`config.mk`:
```
export PLATFORM = sky130hd
export DESIGN_NAME = fetch_bundle_producer
export DESIGN_NICKNAME = d
export VERILOG_FILES = /design/src/rtl/fetch_bundle_producer.sv
export SDC_FILE = /design/constraint.sdc
export NUM_CORES = 1
export LEC_CHECK = 0
export CAP_MARGIN = 20
export CORE_AREA = 2 2 143 145
export CTS_BUF_LIST = sky130_fd_sc_hd__clkbuf_2 sky130_fd_sc_hd__clkbuf_4 sky130_fd_sc_hd__clkbuf_8
export DETAILED_ROUTE_END_ITERATION = 16
export DIE_AREA = 0 0 145 147
export PLACE_DENSITY = 0.69
export SLEW_MARGIN = 20
export SYNTH_ARGS = -nofsm -noshare
export SYNTH_HDL_FRONTEND = slang
export SYNTH_SLANG_ARGS = --single-unit
```
`constraint.sdc`:
```
create_clock -name clk -period 2.7 [get_ports clk]
set_input_delay 0.54 -clock clk [delete_from_list [all_inputs] [get_ports clk]]
set_output_delay 0.54 -clock clk [all_outputs]
set_load 0.05 [all_outputs]
```
`src/rtl/fetch_bundle_producer.sv`:
```
// Fetches aligned instruction blocks and hands each one to the instruction FIFO as a tagged bundle.
// Optional build macro STOP_AT_BRANCH_EN truncates a bundle at its first control-flow slot.
module fetch_bundle_producer #(
  parameter int NUM_FIFO_INPUT_ENTRY = 4,
  parameter int BW_PC_MOD = $clog2(NUM_FIFO_INPUT_ENTRY),
  parameter int BW_PC = 32,
  parameter logic [BW_PC-1:0] BOOT_PC = '0
) (
  input  logic                              clk,
  input  logic                              rst,
  output logic                              o_mem_valid,
  input  logic                              i_mem_ready,
  output logic [BW_PC-1:0]                  o_mem_addr,
  input  logic                              i_mem_rsp_valid,
  input  logic [32*NUM_FIFO_INPUT_ENTRY-1:0] i_mem_rsp_data,
  output logic                              o_valid,
  input  logic                              i_ready,
  output logic [32*NUM_FIFO_INPUT_ENTRY-1:0] o_bundle,
  output logic [BW_PC-1:0]                  o_pc,
  output logic [BW_PC_MOD-1:0]              o_pc_mod_select,
  output logic [BW_PC_MOD-1:0]              o_pc_upperbound,
  input  logic                              i_flush,
  input  logic [BW_PC-1:0]                  i_flush_pc
);

  localparam int BW_BUNDLE = 32 * NUM_FIFO_INPUT_ENTRY;
  localparam logic [BW_PC_MOD-1:0] LAST_SLOT = BW_PC_MOD'(NUM_FIFO_INPUT_ENTRY - 1);

  typedef enum logic [1:0] {REQ, WAIT, SEND, DRAIN} state_t;

  state_t                 state_reg;
  logic [BW_PC-1:0]       pc_reg;
  logic [BW_BUNDLE-1:0]   bundle_reg;
  logic [BW_PC_MOD-1:0]   upperbound_reg;

  logic [BW_PC_MOD-1:0]   mod_select;
  logic [BW_PC_MOD-1:0]   upperbound_next;
  logic [BW_PC-1:0]       block_base;
  logic [BW_PC_MOD:0]     slot_count;
  logic [BW_PC-1:0]       pc_fallthrough;

  assign mod_select     = pc_reg[BW_PC_MOD+1:2];
  assign block_base     = {pc_reg[BW_PC-1:BW_PC_MOD+2], {(BW_PC_MOD+2){1'b0}}};
  assign slot_count     = {1'b0, upperbound_reg} + (BW_PC_MOD+1)'(1);
  assign pc_fallthrough = block_base + BW_PC'({slot_count, 2'b00});

`ifdef STOP_AT_BRANCH_EN
  logic [NUM_FIFO_INPUT_ENTRY-1:0] slot_is_cf;

  // Only slots at or after the entry slot can terminate the bundle.
  generate
    for (genvar gi = 0; gi < NUM_FIFO_INPUT_ENTRY; gi++) begin : g_predecode
      logic [6:0] opcode;
      assign opcode = i_mem_rsp_data[32*gi +: 7];
      assign slot_is_cf[gi] = (BW_PC_MOD'(gi) >= mod_select) &&
                              ((opcode == 7'b1100011) || (opcode == 7'b1101111) ||
                               (opcode == 7'b1100111));
    end
  endgenerate

  always_comb begin
    upperbound_next = LAST_SLOT;
    for (int k = NUM_FIFO_INPUT_ENTRY - 1; k >= 0; k--) begin
      if (slot_is_cf[k]) upperbound_next = BW_PC_MOD'(k);
    end
  end
`else
  assign upperbound_next = LAST_SLOT;
`endif

  always_ff @(posedge clk) begin
    if (rst) begin
      state_reg      <= REQ;
      pc_reg         <= BOOT_PC;
      bundle_reg     <= '0;
      upperbound_reg <= LAST_SLOT;
    end else begin
      case (state_reg)
        REQ: begin
          if (i_mem_ready) state_reg <= i_flush ? DRAIN : WAIT;
        end
        WAIT: begin
          if (i_mem_rsp_valid) begin
            if (i_flush) begin
              state_reg <= REQ;
            end else begin
              bundle_reg     <= i_mem_rsp_data;
              upperbound_reg <= upperbound_next;
              state_reg      <= SEND;
            end
          end else if (i_flush) begin
            state_reg <= DRAIN;
          end
        end
        SEND: begin
          if (i_flush) begin
            state_reg <= REQ;
          end else if (i_ready) begin
            pc_reg    <= pc_fallthrough;
            state_reg <= REQ;
          end
        end
        DRAIN: begin
          // The stale response is swallowed; a flush here only retargets pc.
          if (i_mem_rsp_valid) state_reg <= REQ;
        end
        default: state_reg <= REQ;
      endcase
      if (i_flush) pc_reg <= i_flush_pc;
    end
  end

  assign o_mem_valid     = (state_reg == REQ);
  assign o_valid         = (state_reg == SEND);
  assign o_mem_addr      = block_base;
  assign o_bundle        = bundle_reg;
  assign o_pc            = pc_reg;
  assign o_pc_mod_select = mod_select;
  assign o_pc_upperbound = upperbound_reg;

endmodule

```
==> metrics.md, run 1 <==
| Metric | Value |
|---|---|
| Status | `finished clean` |
| RSZ-0062 raised after global routing | `no` |
| Routed wire length | `21.4 mm` |
| Synth cell types | `39` |
| WP buf/inv | `1` |
| Synth area leaders | `dfxtp_1, nand2_1, a21oi_1` |
| Final setup violation count | `0` |
| Starting density of the core | `32.9%` |
| Cells after DPL | `1388` |
| Width of the die | `145 um` |
| Warnings from Yosys | `0` |
| Clock Path Buffers | `2` |
| DP Wirelength | `14.9 mm` |
| Max-cap violations | `0` |
| FMAX | `roughly 0.40 GHz` |
| Clock Sinks | `roughly 160` |
| Lkg Pwr | `3.52 nW` |
| CP Max Fanout | `8` |
| Part of the cycle the worst path needs | `92.4%` |
| Slew Viols, Final | `0` |
| # Post-CTS Setup Buffers | `0` |
| Cells after Synth | `841` |
| Critical path's slowest cell | `clkdlybuf4s50_1` |
| R2r setup slk | `520 ps` |
| Die area | `21300 um^2` |
| Delay-heaviest family, CP | `buffers and inverters` |
| CP cell instances | `nor2b_1 -> clkdlybuf4s50_1` |
| Routability Congestion | `between 0.7 and 0.8` |
| Wirelength per Cell | `between 15 and 20 um` |
| Maximum vdd drop | `around 300 uV` |
| CP endpoint kind | `output pin` |
| Number of antenna violations at the first check in global routing | `1` |
| Die Y | `147 um` |
| Avg Vias per Cell | `4.71` |
| Top cell type's share of synthesized area | `49.7%` |
| Overall global routing resource usage | `19.3%` |
| Fin worst setup slack | `206 ps` |
| Core box area | `19800 um^2` |
| Worst Tran Pin Value | `627 ps` |
| Initial DRC Count | `309` |
| Post-synth top area cell | `dfxtp_1` |
| Sequential-to-total area share from yosys stat | `49.7%` |
| TNS Setup | `0 ps` |
| DR vias | `6686` |
| Layout area overhead | `61.6%` |
| Io pins | `~360` |
| TritonRoute pass-1 iters | `5` |
| Skew-Pair Late Insertion Delay | `460 ps` |
| Cell Area, Synth | `about 6500 um^2` |
| Post-synth top cells | `nand2_1, dfxtp_1, a21oi_1` |
| DRT antenna net count | `0` |
| Post-layout util | `53.1%` |
| Syn avg cell area | `7.75 um^2` |
| Critical Path AT | `1950 ps` |
| Fin crit period | `2490 ps` |
| WS Path Type | `reg2out` |
| DRC errors left | `0` |
| Slew margin rel. | `58.1%` |
| Count leader, synth | `nand2_1` |
| Row count | `52` |
| Startpoint types | `register` |
| Worst path max stage delay | `840 ps` |
| Post-CTS Resized | `0` |
| Port bufs | `357` |
| First-pass GRT wire length | `33.0 mm` |
| Power Dens Cells | `534 nW/um^2` |
| Vias in the first global route | `6112` |
| H-tree Lvls | `4` |
| GR Overflow Total | `0` |
| CTS clk-pin slew, worst paths | `80 ps` |
| Fin Clk Skew | `14.1 ps` |
| Fill cell count | `1882` |
| EDFF count, synth | `0` |
| Layout Cells excl Fill | `roughly 1400` |
| Layout cells sized above 1 | `between 4 and 5%` |
| Hold Crit Class | `reg2reg` |
| Design Power | `about 5.6 mW` |
| Post-synth ARST share | `0%` |
| Most used DFF post-synth | `dfxtp_1` |
| Pre-CTS setup slack | `101 ps` |
| #FFs+latches synth | `162` |
| Total CTS buffers | `17` |
| Largest net degree at the start of global routing | `89` |
| Fin. Hold Viols | `0` |
| Nets | `between 1000 and 1500` |
| CTS tree | `yes` |
| CTS root buf | `clkbuf_8` |
| Max reg flops | `128` |
| Hold buffer count at cts | `0` |
| Critical Path RT | `around 2200 ps` |
cell type report:
cell class / count / area [um^2] / share of cell area (%)
clock inverter: 12 / 169 / 1.60
multi-input combinational: 575 / 2750 / 26.1
clock buffer: 20 / 269 / 2.55
sequential: 162 / 3240 / 30.8
tap: 270 / 338 / 3.20
antenna: 1 / 2.50 / 0.0237
inverter: 9 / 33.8 / 0.320
timing repair buffer: 372 / 3730 / 35.4
path summary, 6_finish.rpt:
kind         cells after the start      endpoint          from
max                              2       o_valid  state_reg[1]
min                              2  o_bundle[92]  o_bundle[92]
min reg2reg                      2  o_bundle[92]  o_bundle[92]
max reg2reg                      4      o_pc[25]       o_pc[6]
cell families after synthesis:
kind of cell	after synthesis	share of synthesized area (%)
mux	1	0.173
xor+xnor	8	1.07
fa+ha+maj	1	0.192
compound gates	184	15.7
flops	162	49.7
other cells	2	0.115
simple gates	375	24.7
buf+inv	108	8.35
cell usage in the layout, fill, tap and decap left out, types with 5 or more instances in the layout:
cell,synthesis,final
o21ai_0,9,9
or4_1,9,9
o31ai_1,8,8
nand3_1,15,15
dfxtp_1,162,162
inv_1,8,8
nor4_1,9,9
clkdlybuf4s50_1,0,356
xnor2_1,7,7
or3_1,7,7
a21oi_1,141,141
clkbuf_8,0,19
nand2_1,278,278
a311oi_1,10,10
conb_1,2,6
a211oi_1,9,9
nor2_1,27,27
buf_4,36,12
and4_1,5,5
worst reg2reg max path, stage by stage (launching register included):
cell and delay [ps]:
dfxtp_1 440, nand4_1 260, or4_4 660, or4_1 490
a311oi_1 240
metrics by stage:
step                hold WS (ps)  area, um^2
global placement             440       10100
floorplan                    575        6540
detailed placement           445       10100
finish                       454       10500
CTS                          457       10500
global route                 475       10500
per-layer routing:
metal	track usage (%)	vias to the layer above	routed length, um
li1	-	3363	-
met1	23.7	3052	9020
met2	31.7	237	10500
met3	6.12	34	1430
met4	7.38	0	465
met5	0	-	0
power by group:
| part | switching [mW] | internal, mW | leakage [nW] |
|---|---|---|---|
| Sequential | 0.0760 | 2.46 | 1.32 |
| Combinational | 0.639 | 0.462 | 1.99 |
| Clock | 0.995 | 0.996 | 0.216 |
| Total | 1.71 | 3.92 | 3.52 |
Note: power is estimated with default switching activity, not from simulation.
==> run 2: changes to the inputs <==
- ABC_AREA: not set -> 1
- PLACE_DENSITY: 0.69 -> 0.75
- clock period: 2.7 -> 2.2 ns (I/O delays scaled with it)
==> run 2 against run 1 <==
Worst hold slack improved by 15 ps. Sequential share of layout area decreased by 0.57 points. First-iteration DRC count increased by 49%. Sequential cell count unchanged. Cell count increased by 8.1%.
==> metrics.md, run 2 <==
| Metric | Value |
|---|---|
| Routed wire length | `23.1 mm` |
| Worst Tran Pin Value | `593 ps` |
| Fin Clk Skew | `around 25 ps` |
| Pre-CTS setup slack | `75.6 ps` |
| Warnings from Yosys | `0` |
| Sequential share of power | `40.0%` |
| Synth area leaders | `dfxtp_1, nor2_1, o21ai_0` |
| Max-cap violations | `0` |
| #FFs+latches synth | `162` |
| Post-synth ARST share | `0%` |
| Synth Area in Simple Gates | `about a quarter` |
| Cells after DPL | `approximately 1500` |
| Total CTS buffers | `17` |
| Largest net degree at the start of global routing | `between 100 and 150` |
| Sw frac | `approximately 40%` |
| CTS clk-pin slew, worst paths | `90 ps` |
| Initial DRC Count | `approximately 460` |
| Port bufs | `357` |
| Row count | `52` |
| Power Internal | `5.22 mW` |
| WP buf/inv | `1` |
| Mux contribution to synthesized area | `0%` |
| RSZ-0062 raised after global routing | `no` |
| Slew margin rel. | `between 60% and 70%` |
| Die Y | `147 um` |
| Core box area | `19800 um^2` |
| Layout Cells excl Fill | `about 1500` |
| CTS root buf | `clkbuf_8` |
| Cell Area, Synth | `~7000 um^2` |
| Sequential-to-total area share from yosys stat | `47.6%` |
| Power Dens Cells | `804 nW/um^2` |
| Width of the die | `145 um` |
| DRC errors left | `0` |
| Io pins | `between 300 and 400` |
| Startpoint types | `register` |
| Critical path's slowest cell | `clkdlybuf4s50_1` |
| Fin crit period | `about 2100 ps` |
| Post-synth top cells | `nor2_1, dfxtp_1, o21ai_0` |
| XOR/XNOR Fraction of Synth Area | `1.03%` |
| Hold Crit Class | `reg2reg` |
| Nets | `1420` |
| Delay-heaviest family, CP | `buffers and inverters` |
| Die area | `21300 um^2` |
| TritonRoute pass-1 iters | `5` |
| DRT antenna net count | `0` |
| WS Path Type | `reg2out` |
| Compound-Gate Fraction of Synth Area | `14.7%` |
| Top cell type's share of synthesized area | `between 40% and 50%` |
| Part of the cycle the worst path needs | `95.1%` |
| Placed cell areas | `10400 um^2` |
| Vias in the first global route | `6860` |
| Post-synth top area cell | `dfxtp_1` |
| Status | `finished clean` |
| DP Wirelength | `16.6 mm` |
| Slew Viols, Final | `0` |
| Most used DFF post-synth | `dfxtp_1` |
| Skew-Pair Late Insertion Delay | `around 450 ps` |
| Largest family of logic cells by synthesized area | `simple AND/OR/NAND/NOR gates` |
| Critical Path AT | `1650 ps` |
| Final setup violation count | `0` |
| # Post-CTS Setup Buffers | `0` |
| # diodes | `0` |
| Routability Congestion | `between 0.9 and 1` |
| Maximum vdd drop | `between 400 and 500 uV` |
| TNS Setup | `0 ps` |
| Synth cell types | `33` |
| Clock share of power | `25.1%` |
| CP Max Fanout | `2` |
| Fin. Hold Viols | `0` |
| Number of antenna violations at the first check in global routing | `0` |
| Critical Path RT | `approximately 1800 ps` |
| H-tree Lvls | `4` |
| Comb pwr share | `35.0%` |
| Fill cell count | `1855` |
| Most frequent cells in the layout | `nor2_1, clkdlybuf4s50_1, dfxtp_1, o21ai_0, nand2_1` |
| First-pass GRT wire length | `36.1 mm` |
| Layout area overhead | `57.6%` |
| Cells after Synth | `between 900 and 1000` |
| Count leader, synth | `nor2_1` |
| Clock Path Buffers | `2` |
| Starting density of the core | `34.3%` |
| Overall global routing resource usage | `21.1%` |
| GR Overflow Total | `0` |
| Adder-cell area share of the yosys netlist | `0.184%` |
| Max reg flops | `128` |
| Multi-input combinational cell area | `2880 um^2` |
| Lkg Pwr | `4.67 nW` |
| CP cell instances | `clkdlybuf4s50_1` |
| Worst path max stage delay | `between 800 and 900 ps` |
| Syn avg cell area | `7.19 um^2` |
| NetSw | `3.42 mW` |
| CTS tree | `yes` |
| CP endpoint kind | `output pin` |
| Clock Sinks | `162` |
| EDFF count, synth | `0` |
| Wirelength per Cell | `about 15 um` |
| Post-layout util | `54.1%` |
| Register area | `about 3200 um^2` |
| FMAX | `approximately 0.48 GHz` |
| Fin worst setup slack | `107 ps` |
| DR vias | `7219` |
| Avg Vias per Cell | `4.70` |
| Final Cell Area | `between 10000 and 15000 um^2` |
| Layout cells sized above 1 | `around 5.0%` |
run 2: path summary, 6_finish.rpt:
path	start	endpoint	slack [ps]	cells past startpoint
max	o_bundle[87]	o_bundle[87]	110	1
min	o_pc[0]	o_pc[0]	470	2
max reg2reg	o_pc[5]	o_pc[26]	320	10
min reg2reg	o_pc[0]	o_pc[0]	470	2
run 2: timing repair:
action	CTS	global route
hold buffers	0	0
gates cloned	0	0
hold endpoints to repair	0	0
resized for setup	46	8
setup endpoints to repair	48	8
run 2: area by class of cell:
| class | count | share of cell area [%] |
|---|---|---|
| Sequential cell | 162 | 30.2 |
| Multi-Input combinational cell | 655 | 26.8 |
| Tap cell | 270 | 3.15 |
| Clock inverter | 14 | 1.34 |
| Clock buffer | 18 | 2.25 |
| Inverter | 45 | 1.58 |
| Timing Repair Buffer | 372 | 34.7 |
run 2: power groups by stage:
stage	registers [mW]	logic (mW)	clock network, mW
after detailed placement	3.52	3.06	0
after floorplan	4.54	0.877	0
after CTS	3.45	3.04	2.25
after global routing	3.50	3.19	2.36
final	3.46	3.02	2.16
after global placement	3.51	3.05	0
run 2: metal layers:
layer / up-vias / GRT usage, % / share of wire (%)
met3: 39 / 7.89 / 9.3
met5: - / 0 / 0
li1: 3586 / - / -
met4: 0 / 7.23 / 2.6
met1: 3284 / 24.4 / 40
met2: 310 / 35.9 / 48
run 2: stage by stage:
stage               hold WS (ps)  power [mW]
global route                 503        9.04
floorplan                    505        5.42
detailed placement           457        6.58
finish                       469        8.64
global placement             454        6.55
CTS                          472        8.74
run 2: kinds of logic (layout without fill, tap and decap cells):
logic type | after synthesis | in the layout
flip-flops | 162 | 162
other | 2 | 6
adder cells (fa/ha/maj) | 1 | 1
AND/OR/NAND/NOR | 448 | 448
buffers and inverters | 135 | 449
AO/OA/AOI/OAI | 192 | 192
XOR/XNOR | 8 | 8
